===== config.mk =====
export PLATFORM = sky130hd
export DESIGN_NAME = addsub_pipe
export DESIGN_NICKNAME = d
export VERILOG_FILES = /design/src/rtl/addsub_pipe.sv
export SDC_FILE = /design/constraint.sdc
export NUM_CORES = 1
export LEC_CHECK = 0
export ABC_CLOCK_PERIOD_IN_PS = 11500
export CAP_MARGIN = 20
export CORE_UTILIZATION = 35
export DETAILED_ROUTE_END_ITERATION = 8
export PLACE_DENSITY_LB_ADDON = 0.05
export SKIP_LAST_GASP = 1
export SLEW_MARGIN = 20
export SYNTH_ARGS = -nofsm -noshare
export SYNTH_HDL_FRONTEND = slang
export SYNTH_SLANG_ARGS = --single-unit

===== constraint.sdc =====
create_clock -name clk -period 11.5 [get_ports clk]
set_input_delay 1.725 -clock clk [delete_from_list [all_inputs] [get_ports clk]]
set_output_delay 1.725 -clock clk [all_outputs]
set_load 0.005 [all_outputs]

===== src/rtl/addsub_pipe.sv =====
// addsub_pipe: pipelined two's-complement adder/subtractor with valid/ready
// handshake and full backpressure. The WIDTH-bit operation is split into
// STAGES chunks of WIDTH/STAGES bits. One chunk is resolved per cycle, and
// the carry is registered between chunks.
//
// Pipeline layout:
//   level 0           : captured operands (B already conditioned by ctr),
//                       carry-in = ctr, no sum bits resolved yet.
//   level k+1         : stage k has resolved chunk k. Lower sum bits travel
//                       forward together with the operands that are still
//                       needed by the upper chunks.
//   level STAGES      : output register (s, co, ov, z, n, out_valid).
// An operation accepted at edge t therefore presents out_valid after edge
// t+STAGES.
//
// Any stall (out_valid && !out_ready) freezes every level at once. The only
// backpressure path is therefore the single combinational in_ready = !stall.
//
// WIDTH must be a multiple of STAGES, and STAGES must be in 1..WIDTH.

module addsub_pipe #(
   parameter int WIDTH  = 32,
   parameter int STAGES = 4
) (
   input  logic             clk,
   input  logic             rst_n,
   input  logic             in_valid,
   output logic             in_ready,
   input  logic [WIDTH-1:0] a,
   input  logic [WIDTH-1:0] b,
   input  logic             ctr,
   output logic             out_valid,
   input  logic             out_ready,
   output logic [WIDTH-1:0] s,
   output logic             co,
   output logic             ov,
   output logic             z,
   output logic             n
);

   // Bits resolved by each stage.
   localparam int CW = WIDTH / STAGES;

   logic             stall;

   // Per-level valid bit, carry into the next unresolved chunk, and partial sum.
   logic             v_reg  [0:STAGES];
   logic             c_reg  [0:STAGES];
   logic [WIDTH-1:0] s_reg  [0:STAGES];

   // Operands only exist up to the last computing stage. B is stored
   // already XORed with ctr, so a subtract is simply an add with carry-in 1.
   logic [WIDTH-1:0] a_reg  [0:STAGES-1];
   logic [WIDTH-1:0] bx_reg [0:STAGES-1];

   // Flags that are produced only by the final stage.
   logic             ov_reg;
   logic             z_reg;
   logic             n_reg;

   assign stall     = v_reg[STAGES] && !out_ready;
   assign in_ready  = !stall;

   assign out_valid = v_reg[STAGES];
   assign s         = s_reg[STAGES];
   assign co        = c_reg[STAGES];
   assign ov        = ov_reg;
   assign z         = z_reg;
   assign n         = n_reg;

   // Operand capture: while the pipeline is not stalled, take a new operand
   // set (or a bubble) every cycle.
   always_ff @(posedge clk) begin
      if (!rst_n) begin
         v_reg[0]  <= 1'b0;
         c_reg[0]  <= 1'b0;
         s_reg[0]  <= '0;
         a_reg[0]  <= '0;
         bx_reg[0] <= '0;
      end else if (!stall) begin
         v_reg[0]  <= in_valid;
         c_reg[0]  <= ctr;
         s_reg[0]  <= '0;
         a_reg[0]  <= a;
         bx_reg[0] <= b ^ {WIDTH{ctr}};
      end
   end

   for (genvar gi = 0; gi < STAGES; gi++) begin : g_stage

      logic [CW:0]      sum_next;
      logic [WIDTH-1:0] s_next;

      // Chunk gi of A + (B ^ ctr) + carry-in.
      // The extra top bit of sum_next is the chunk carry-out.
      assign sum_next = {1'b0, a_reg[gi][gi*CW +: CW]}
                      + {1'b0, bx_reg[gi][gi*CW +: CW]}
                      + {{CW{1'b0}}, c_reg[gi]};

      // Merge the newly resolved chunk into the partial sum that arrived from
      // the lower stages.
      always_comb begin
         s_next                = s_reg[gi];
         s_next[gi*CW +: CW]   = sum_next[CW-1:0];
      end

      if (gi < STAGES-1) begin : g_mid

         // Intermediate stage: advance the operation, the carry and the
         // partial sum by one level.
         always_ff @(posedge clk) begin
            if (!rst_n) begin
               v_reg[gi+1]  <= 1'b0;
               c_reg[gi+1]  <= 1'b0;
               s_reg[gi+1]  <= '0;
               a_reg[gi+1]  <= '0;
               bx_reg[gi+1] <= '0;
            end else if (!stall) begin
               v_reg[gi+1]  <= v_reg[gi];
               c_reg[gi+1]  <= sum_next[CW];
               s_reg[gi+1]  <= s_next;
               a_reg[gi+1]  <= a_reg[gi];
               bx_reg[gi+1] <= bx_reg[gi];
            end
         end

      end else begin : g_last

         logic msb_cin;

         // The carry into the MSB is recovered from the MSB's own sum bit:
         // s = a ^ b ^ cin.
         assign msb_cin = a_reg[gi][WIDTH-1] ^ bx_reg[gi][WIDTH-1] ^ s_next[WIDTH-1];

         // Final stage: register the result and its flags. A bubble leaves
         // the previous result in place.
         always_ff @(posedge clk) begin
            if (!rst_n) begin
               v_reg[STAGES] <= 1'b0;
               c_reg[STAGES] <= 1'b0;
               s_reg[STAGES] <= '0;
               ov_reg        <= 1'b0;
               z_reg         <= 1'b0;
               n_reg         <= 1'b0;
            end else if (!stall) begin
               v_reg[STAGES] <= v_reg[gi];
               if (v_reg[gi]) begin
                  c_reg[STAGES] <= sum_next[CW];
                  s_reg[STAGES] <= s_next;
                  ov_reg        <= msb_cin ^ sum_next[CW];
                  z_reg         <= ~|s_next;
                  n_reg         <= s_next[WIDTH-1];
               end
            end
         end

      end
   end

endmodule


==> results of run 1 <==
how the worst max path moves through the flow:
| stage | startpoint | cells after the start | slack (ns) | endpoint |
|---|---|---|---|---|
| after floorplan | rst_n | 3 | 2.32 | a_reg[0][0] |
| after CTS | out_ready | 3 | 6.36 | in_ready |
| final | out_ready | 3 | 6.39 | in_ready |
| after detailed placement | out_ready | 3 | 6.38 | in_ready |
| after global routing | out_ready | 3 | 6.27 | in_ready |
| after global placement | out_ready | 3 | 6.35 | in_ready |
area by class of cell:
| cell class | count | area [µm²] | area share (%) |
|---|---|---|---|
| well taps | 396 | 495 | 3.78 |
| clock buffers | 33 | 698 | 5.33 |
| flip-flops and latches | 253 | 7550 | 57.6 |
| multi-input cells | 442 | 3040 | 23.2 |
| clock inverters | 10 | 96.3 | 0.736 |
| repair buffers | 112 | 1140 | 8.69 |
| inverters | 20 | 75.1 | 0.573 |
synth_stat cells, types with 5 or more instances:
| cell type | n |
|---|---|
| sky130_fd_sc_hd__nor3_1 | 14 |
| sky130_fd_sc_hd__clkbuf_1 | 46 |
| sky130_fd_sc_hd__nor2b_1 | 7 |
| sky130_fd_sc_hd__nand2_1 | 7 |
| sky130_fd_sc_hd__nor4_1 | 5 |
| sky130_fd_sc_hd__o21ai_0 | 5 |
| sky130_fd_sc_hd__inv_1 | 18 |
| sky130_fd_sc_hd__dfxtp_1 | 5 |
| sky130_fd_sc_hd__nor2_1 | 60 |
| sky130_fd_sc_hd__ha_1 | 28 |
| sky130_fd_sc_hd__o21a_1 | 5 |
| sky130_fd_sc_hd__edfxtp_1 | 248 |
| sky130_fd_sc_hd__fa_1 | 8 |
| sky130_fd_sc_hd__o21ai_1 | 12 |
| sky130_fd_sc_hd__xnor2_1 | 41 |
| sky130_fd_sc_hd__nand2b_1 | 6 |
| sky130_fd_sc_hd__a21o_1 | 7 |
| sky130_fd_sc_hd__and2_1 | 5 |
| sky130_fd_sc_hd__and3_1 | 183 |
| sky130_fd_sc_hd__a21oi_1 | 13 |
metal layers:
layer | vias up | global-route usage (%)
met5 | - | 0
met1 | 2872 | 17.7
met2 | 143 | 19.9
met4 | 0 | 3.63
met3 | 23 | 2.22
li1 | 3021 | -
kinds of logic (layout without fill, tap and decap cells):
| family | after synthesis | count (layout) |
|---|---|---|
| simple gates | 302 | 302 |
| flops | 253 | 253 |
| buf+inv | 71 | 175 |
| compound gates | 58 | 58 |
| xor+xnor | 46 | 46 |
| fa+ha+maj | 36 | 36 |
power by group:
group / switching [mW] / total, mW / internal [mW]
combinational: 0.0621 / 0.132 / 0.0701
clock: 0.324 / 0.792 / 0.469
sequential: 0.0166 / 1.08 / 1.06
placed cells by master (no fill, tap or decap), drive strengths merged, types with 8 or more instances in the layout:
cell type        n
edfxtp         248
and3           183
clkdlybuf4s50  104
nor2            61
xnor2           42
clkbuf          33
ha              28
inv             19
o21ai           17
nor3            14
a21oi           13
fa               8
clkinv           8
buf              8
==> implementation parameters, run 1 <==
Parameter                              Value

Floorplan
  Number of ports placed on the die boundary    107
  Core ar.    30600 µm²
  Effective utilization at floorplan    35.5%
  Die Width    178 µm
  Total die area    31700 µm²
  Site Rows    64
  Die outline height    178 µm

Global route
  Largest net degree at the start of global routing    218
  Total track usage    12.6%
  Grt total ovfl    0
  Initial antenna violation count    1
  First-pass GRT wire length    31500 µm
  Via count of the first global-routing pass    5959

Yosys
  Count of distinct cell types in the synthesized netlist    45
  Mean post-synth cell area    14.2 µm²
  Post-synthesis sequential element count    253
  Synthesis warning total    0
  Synth Area in XOR/XNOR    3.88%
  Number of synthesized flops with an enable pin    248
  Synth area leader    sky130_fd_sc_hd__edfxtp_1
  Most common flop cell mapped by yosys    sky130_fd_sc_hd__edfxtp_1
  Largest family of logic cells by synthesized area    simple AND/OR/NAND/NOR gates
  Cells after Synth    766
  Multiplexer share of the synthesized area    0%
  Summed instance area of the synthesized netlist    10900 µm²
  Simple-gate portion of the synthesized area    15.8%
  Share of the synthesized area in compound gates (AO/OA/AOI/OAI)    3.60%
  Area share of the largest cell type after synthesis    68.6%
  Cells taking the most area after synthesis    sky130_fd_sc_hd__edfxtp_1, sky130_fd_sc_hd__and3_1, sky130_fd_sc_hd__xnor2_1
  Fraction of registers with async set or reset after synthesis    0%
  Post-synthesis net count    871
  Adder-cell share of the synthesized area    4.70%
  Seq/Total Area, Yosys    69.5%

STA
  Setup TNS after final layout    0 ns
  Transition at the pin with the smallest max-transition slack    0.971 ns
  Final setup viols    0
  Final hold violations    0
  Unrepaired setup endpoints after global routing    false
  Final critical delay including setup and external delays    5.11 ns
  Share of the clock period used by the worst path after layout    44.4%
  Final Max Slew Viols    0
  Worst max-slew margin expressed relative to the limit    35.3%
  Final Worst Setup Slack    6.39 ns
  Post-Route Hold Slack    0.458 ns
  Post-route clock skew    0.00745 ns
  FMAX    196 MHz

Clock network
  CTS Hold Bufs    0
  Clock sink total    253
  Clock tree from TritonCTS    yes
  Clock tree root driver cell    sky130_fd_sc_hd__clkbuf_16
  H-tree Lvls    1
  Clock-pin slew reported for the worst setup and hold paths after clock tree synthesis    0.06 ns
  Number of buffers inserted to repair setup after CTS    0
  Post-CTS resize count    0
  Number of buffers created by CTS    27
  Maximum clock path buffer count    3
  Latest clock arrival within the worst-skew pair    0.52 ns

Placement
  Pre-CTS setup slack    6.38 ns
  Post-Place Cell Area    12300 µm²
  Gpl congestion    0.778
  Hpwl dp    12200 µm
  Number of cells after detailed placement    1221
  Port Buf Inserts    106

Critical path
  CP delay by family, top    buffers and inverters
  Worst Path Buf+Inv    2
  Cell chain of the critical path    clkdlybuf4s50_1, nand2b_4, clkdlybuf4s50_1
  Startpoint Class    input port
  Crit path required time    9.78 ns
  Worst setup EP type    output port
  Arrival @ worst endpoint    3.39 ns
  R2R depth    6
  Cell repeated most along the worst path    sky130_fd_sc_hd__clkdlybuf4s50_1
  Worst reg2reg startpoint    v_reg[4]
  Critical-path cell with the highest stage delay    sky130_fd_sc_hd__clkdlybuf4s50_1
  R2R Setup Slk    8.68 ns
  Crit Reg-Reg Endpoint    z
  Highest cell delay on the worst timing path    0.63 ns
  Crit path max fanout    64
  Kind of critical path    in2out

Final layout
  Post-layout util    42.8%
  # fillers    2812
  Final net count    961
  Post-route insts no fill    1266
  Final std cell area, no fill    13100 µm²
  Area delta synth->final    20.6%
  Count of inserted antenna diode cells    0
  Share of final-layout standard cells stronger than drive strength 1    5.40%

Drt
  Total length of routed met2 wires    8850 µm
  Final Routed Wirelength    19800 µm
  Wl on met1    9580 µm
  Wire length on met3    1080 µm
  Residual DRC    0
  Highest metal used    met4
  Total via count after detailed routing    6059
  DRT antenna net count    0
  DRC marker count from the first detailed-route iteration    460
  First-pass detailed-route iteration total    4
  Via density per instance    4.79
  Average wire per standard cell    15.7 µm

Worst hold path
  Min-Delay Startpoint    n
  Cell depth of the worst hold path    1
  End point of the most critical hold path    n
  Hold/Removal Path Class    reg2reg

Pwr
  Power per standard cell area    153 nW/µm²
  Peak VDD IR    0.0965 mV
  Leakage Power    5.67 nW
  Total power of the final layout    2.00 mW

Job
  Reported max-cap violation count    0

Outcome
  Status    finished, final reports clean
Power figures use the tool's default switching activity.
==> run 2, diff against run 1 <==
- ABC_CLOCK_PERIOD_IN_PS: 11500 -> 4900
- clock period: 11.5 -> 4.9 ns (I/O delays scaled with it)
==> run 2 against run 1 <==
Cell count up 0.95%. Via count up 0.73%. Register-to-register slack worse by 6.3 ns. Cell area up 1.4%. Clock power rose to 2.8 times the previous value. Critical endpoint unchanged. Sequential cell count unchanged. Clock-buffer cell count up 1. Routed wire length down 0.50%. Largest cell class unchanged. Largest power group unchanged. Sequential power up 130%. Global-route usage up 0.16 points. First-iteration DRC count down 25%. Sequential share of layout area down 0.81 points.
==> implementation parameters, run 2 (same netlist as run 1, synthesis figures left out) <==
Parameter                              Value

Final layout
  Final net count    965 (was 961)
  Commonest non-fill, non-tap cell in the layout    sky130_fd_sc_hd__edfxtp_1 (unchanged)
  Count of inserted antenna diode cells    0 (unchanged)
  # fillers    2838 (was 2812)
  Share of final-layout standard cells stronger than drive strength 1    7.14% (was 5.40%)
  Post-layout util    43.4% (was 42.8%)
  Area delta synth->final    22.3% (was 20.6%)
  Post-route insts no fill    1278 (was 1266)
  Commonest non-fill, non-tap cells in the layout    sky130_fd_sc_hd__edfxtp_1, sky130_fd_sc_hd__and3_1, sky130_fd_sc_hd__clkdlybuf4s50_1, sky130_fd_sc_hd__nor2_1, sky130_fd_sc_hd__xnor2_1 (unchanged)

Critical path
  Crit path launch    out_ready (unchanged)
  Cell chain of the critical path    clkdlybuf4s50_1, nand2b_4, clkdlybuf4s50_1 (unchanged)
  Worst setup EP type    output port (unchanged)
  Startpoint Class    input port (unchanged)
  Crit Reg-Reg Endpoint    s_reg[2][15] (was z)
  R2R Setup Slk    2.43 ns (was 8.68 ns)
  Worst reg2reg startpoint    v_reg[4] (unchanged)
  Highest cell delay on the worst timing path    0.66 ns (was 0.63 ns)
  Arrival @ worst endpoint    2.56 ns (was 3.39 ns)
  Kind of critical path    in2out (unchanged)
  Crit path max fanout    86 (was 64)
  Crit path required time    4.16 ns (was 9.78 ns)
  Critical-path cell with the highest stage delay    sky130_fd_sc_hd__nand2b_4 (was sky130_fd_sc_hd__clkdlybuf4s50_1)
  R2R depth    4 (was 6)
  Cell repeated most along the worst path    sky130_fd_sc_hd__clkdlybuf4s50_1 (unchanged)

Placement
  Number of cells after detailed placement    1225 (was 1221)
  Port Buf Inserts    106 (unchanged)
  Pre-CTS setup slack    1.50 ns (was 6.38 ns)
  Hpwl dp    12600 µm (was 12200 µm)
  Gpl congestion    0.785 (was 0.778)

STA
  Unrepaired setup endpoints after global routing    false (unchanged)
  Final setup viols    0 (unchanged)
  Final Max Slew Viols    0 (unchanged)
  Final Worst Setup Slack    1.61 ns (was 6.39 ns)
  Setup TNS after final layout    0 ns (unchanged)
  Share of the clock period used by the worst path after layout    67.2%
  Final hold violations    0 (unchanged)
  FMAX    303 MHz
  Final critical delay including setup and external delays    3.29 ns
  Transition at the pin with the smallest max-transition slack    0.981 ns (was 0.971 ns)
  Post-route clock skew    0.0102 ns (was 0.00745 ns)
  Worst max-slew margin expressed relative to the limit    34.6% (was 35.3%)

Outcome
  Status    finished, final reports clean (unchanged)

Drt
  DRC marker count from the first detailed-route iteration    344 (was 460)
  First-pass detailed-route iteration total    4 (unchanged)
  Average wire per standard cell    15.4 µm (was 15.7 µm)
  Final Routed Wirelength    19700 µm (was 19800 µm)
  Total via count after detailed routing    6103 (was 6059)
  DRT antenna net count    0 (unchanged)
  Via density per instance    4.78 (was 4.79)
  Residual DRC    0 (unchanged)

Worst hold path
  End point of the most critical hold path    ov (was n)
  Cell depth of the worst hold path    2 (was 1)
  Min-Delay Startpoint    ov (was n)
  Hold/Removal Path Class    reg2reg (unchanged)

Global route
  Initial antenna violation count    0 (was 1)
  Grt total ovfl    0 (unchanged)
  Total track usage    12.8% (was 12.6%)
  Largest net degree at the start of global routing    94 (was 218)
  Via count of the first global-routing pass    6137 (was 5959)
  First-pass GRT wire length    31700 µm (was 31500 µm)

Clock network
  Number of buffers inserted to repair setup after CTS    0 (unchanged)
  Post-CTS resize count    0 (unchanged)
  H-tree Lvls    1 (unchanged)
  CTS Hold Bufs    0 (unchanged)
  Clock tree from TritonCTS    yes (unchanged)
  Number of buffers created by CTS    28 (was 27)
  Maximum clock path buffer count    3 (unchanged)
  Clock-pin slew reported for the worst setup and hold paths after clock tree synthesis    0.06 ns (about the same)
  Clock tree root driver cell    sky130_fd_sc_hd__clkbuf_16 (unchanged)
  Clock sink total    253 (unchanged)
  Latest clock arrival within the worst-skew pair    0.53 ns (was 0.52 ns)

Floorplan
  Die outline height    178 µm (unchanged)
  Die Width    178 µm (unchanged)
  Core ar.    30600 µm² (unchanged)
  Total die area    31700 µm² (unchanged)
  Number of ports placed on the die boundary    107 (unchanged)
  Effective utilization at floorplan    35.5% (unchanged)
  Site Rows    64 (unchanged)

Pwr
  Total power of the final layout    5.02 mW (was 2.00 mW)
  Power per standard cell area    378 nW/µm² (was 153 nW/µm²)
  Peak VDD IR    0.295 mV (was 0.0965 mV)
  Leakage Power    5.77 nW (was 5.67 nW)

Job
  Reported max-cap violation count    0 (unchanged)
[run 2: cell types whose count changed in the layout (fill, tap and decap cells not counted), sizes merged]
cell    previous run  this run
buf                8        11
bufinv             2         5
clkbuf            33        34
clkinv             8        11
inv               19        21
[run 2: layout make-up]
cell class / count / area (µm²) / area share, %
Tap cell: 396 / 495 / 3.73
Inverter: 20 / 75.1 / 0.565
Timing Repair Buffer: 115 / 1140 / 8.59
Clock buffer: 34 / 754 / 5.68
Sequential cell: 253 / 7550 / 56.8
Clock inverter: 18 / 224 / 1.69
Multi-Input combinational cell: 442 / 3040 / 22.9
[run 2: worst max path at each step]
stage / endpoint / slack, ns / cells after the start
2_1_floorplan: a_reg[0][0] / -3.01 / 3
6_report: in_ready / 1.61 / 3
3_5_place_dp: s_reg[4][2] / 1.50 / 4
4_1_cts: in_ready / 1.60 / 3
5_1_grt: in_ready / 1.49 / 3
3_3_place_gp: s_reg[4][2] / 1.51 / 4
[run 2: metrics by stage]
stage,area [µm²],hold slack [ns]
2_1_floorplan,10900,0.442
3_3_place_gp,12300,0.450
3_5_place_dp,12300,0.444
4_1_cts,13300,0.453
5_1_grt,13300,0.469
6_report,13300,0.450
[run 2: worst max-delay path: cells and delay by family]
kind          cells  cell delay (ns)
simple gates      1             0.66
buf+inv           2             1.12
[run 2: routing by layer]
layer	wire [µm]	global-route usage, %	vias to the layer above
li1	-	-	3040
met1	9290	16.9	2911
met2	9180	21.0	118
met3	804	2.37	34
met4	451	4.20	0
met5	0	0	-
[run 2: report_power, final]
group | total (mW) | switching, mW | internal, mW
Sequential | 2.53 | 0.0384 | 2.50
Combinational | 0.312 | 0.147 | 0.165
Clock | 2.18 | 0.818 | 1.36
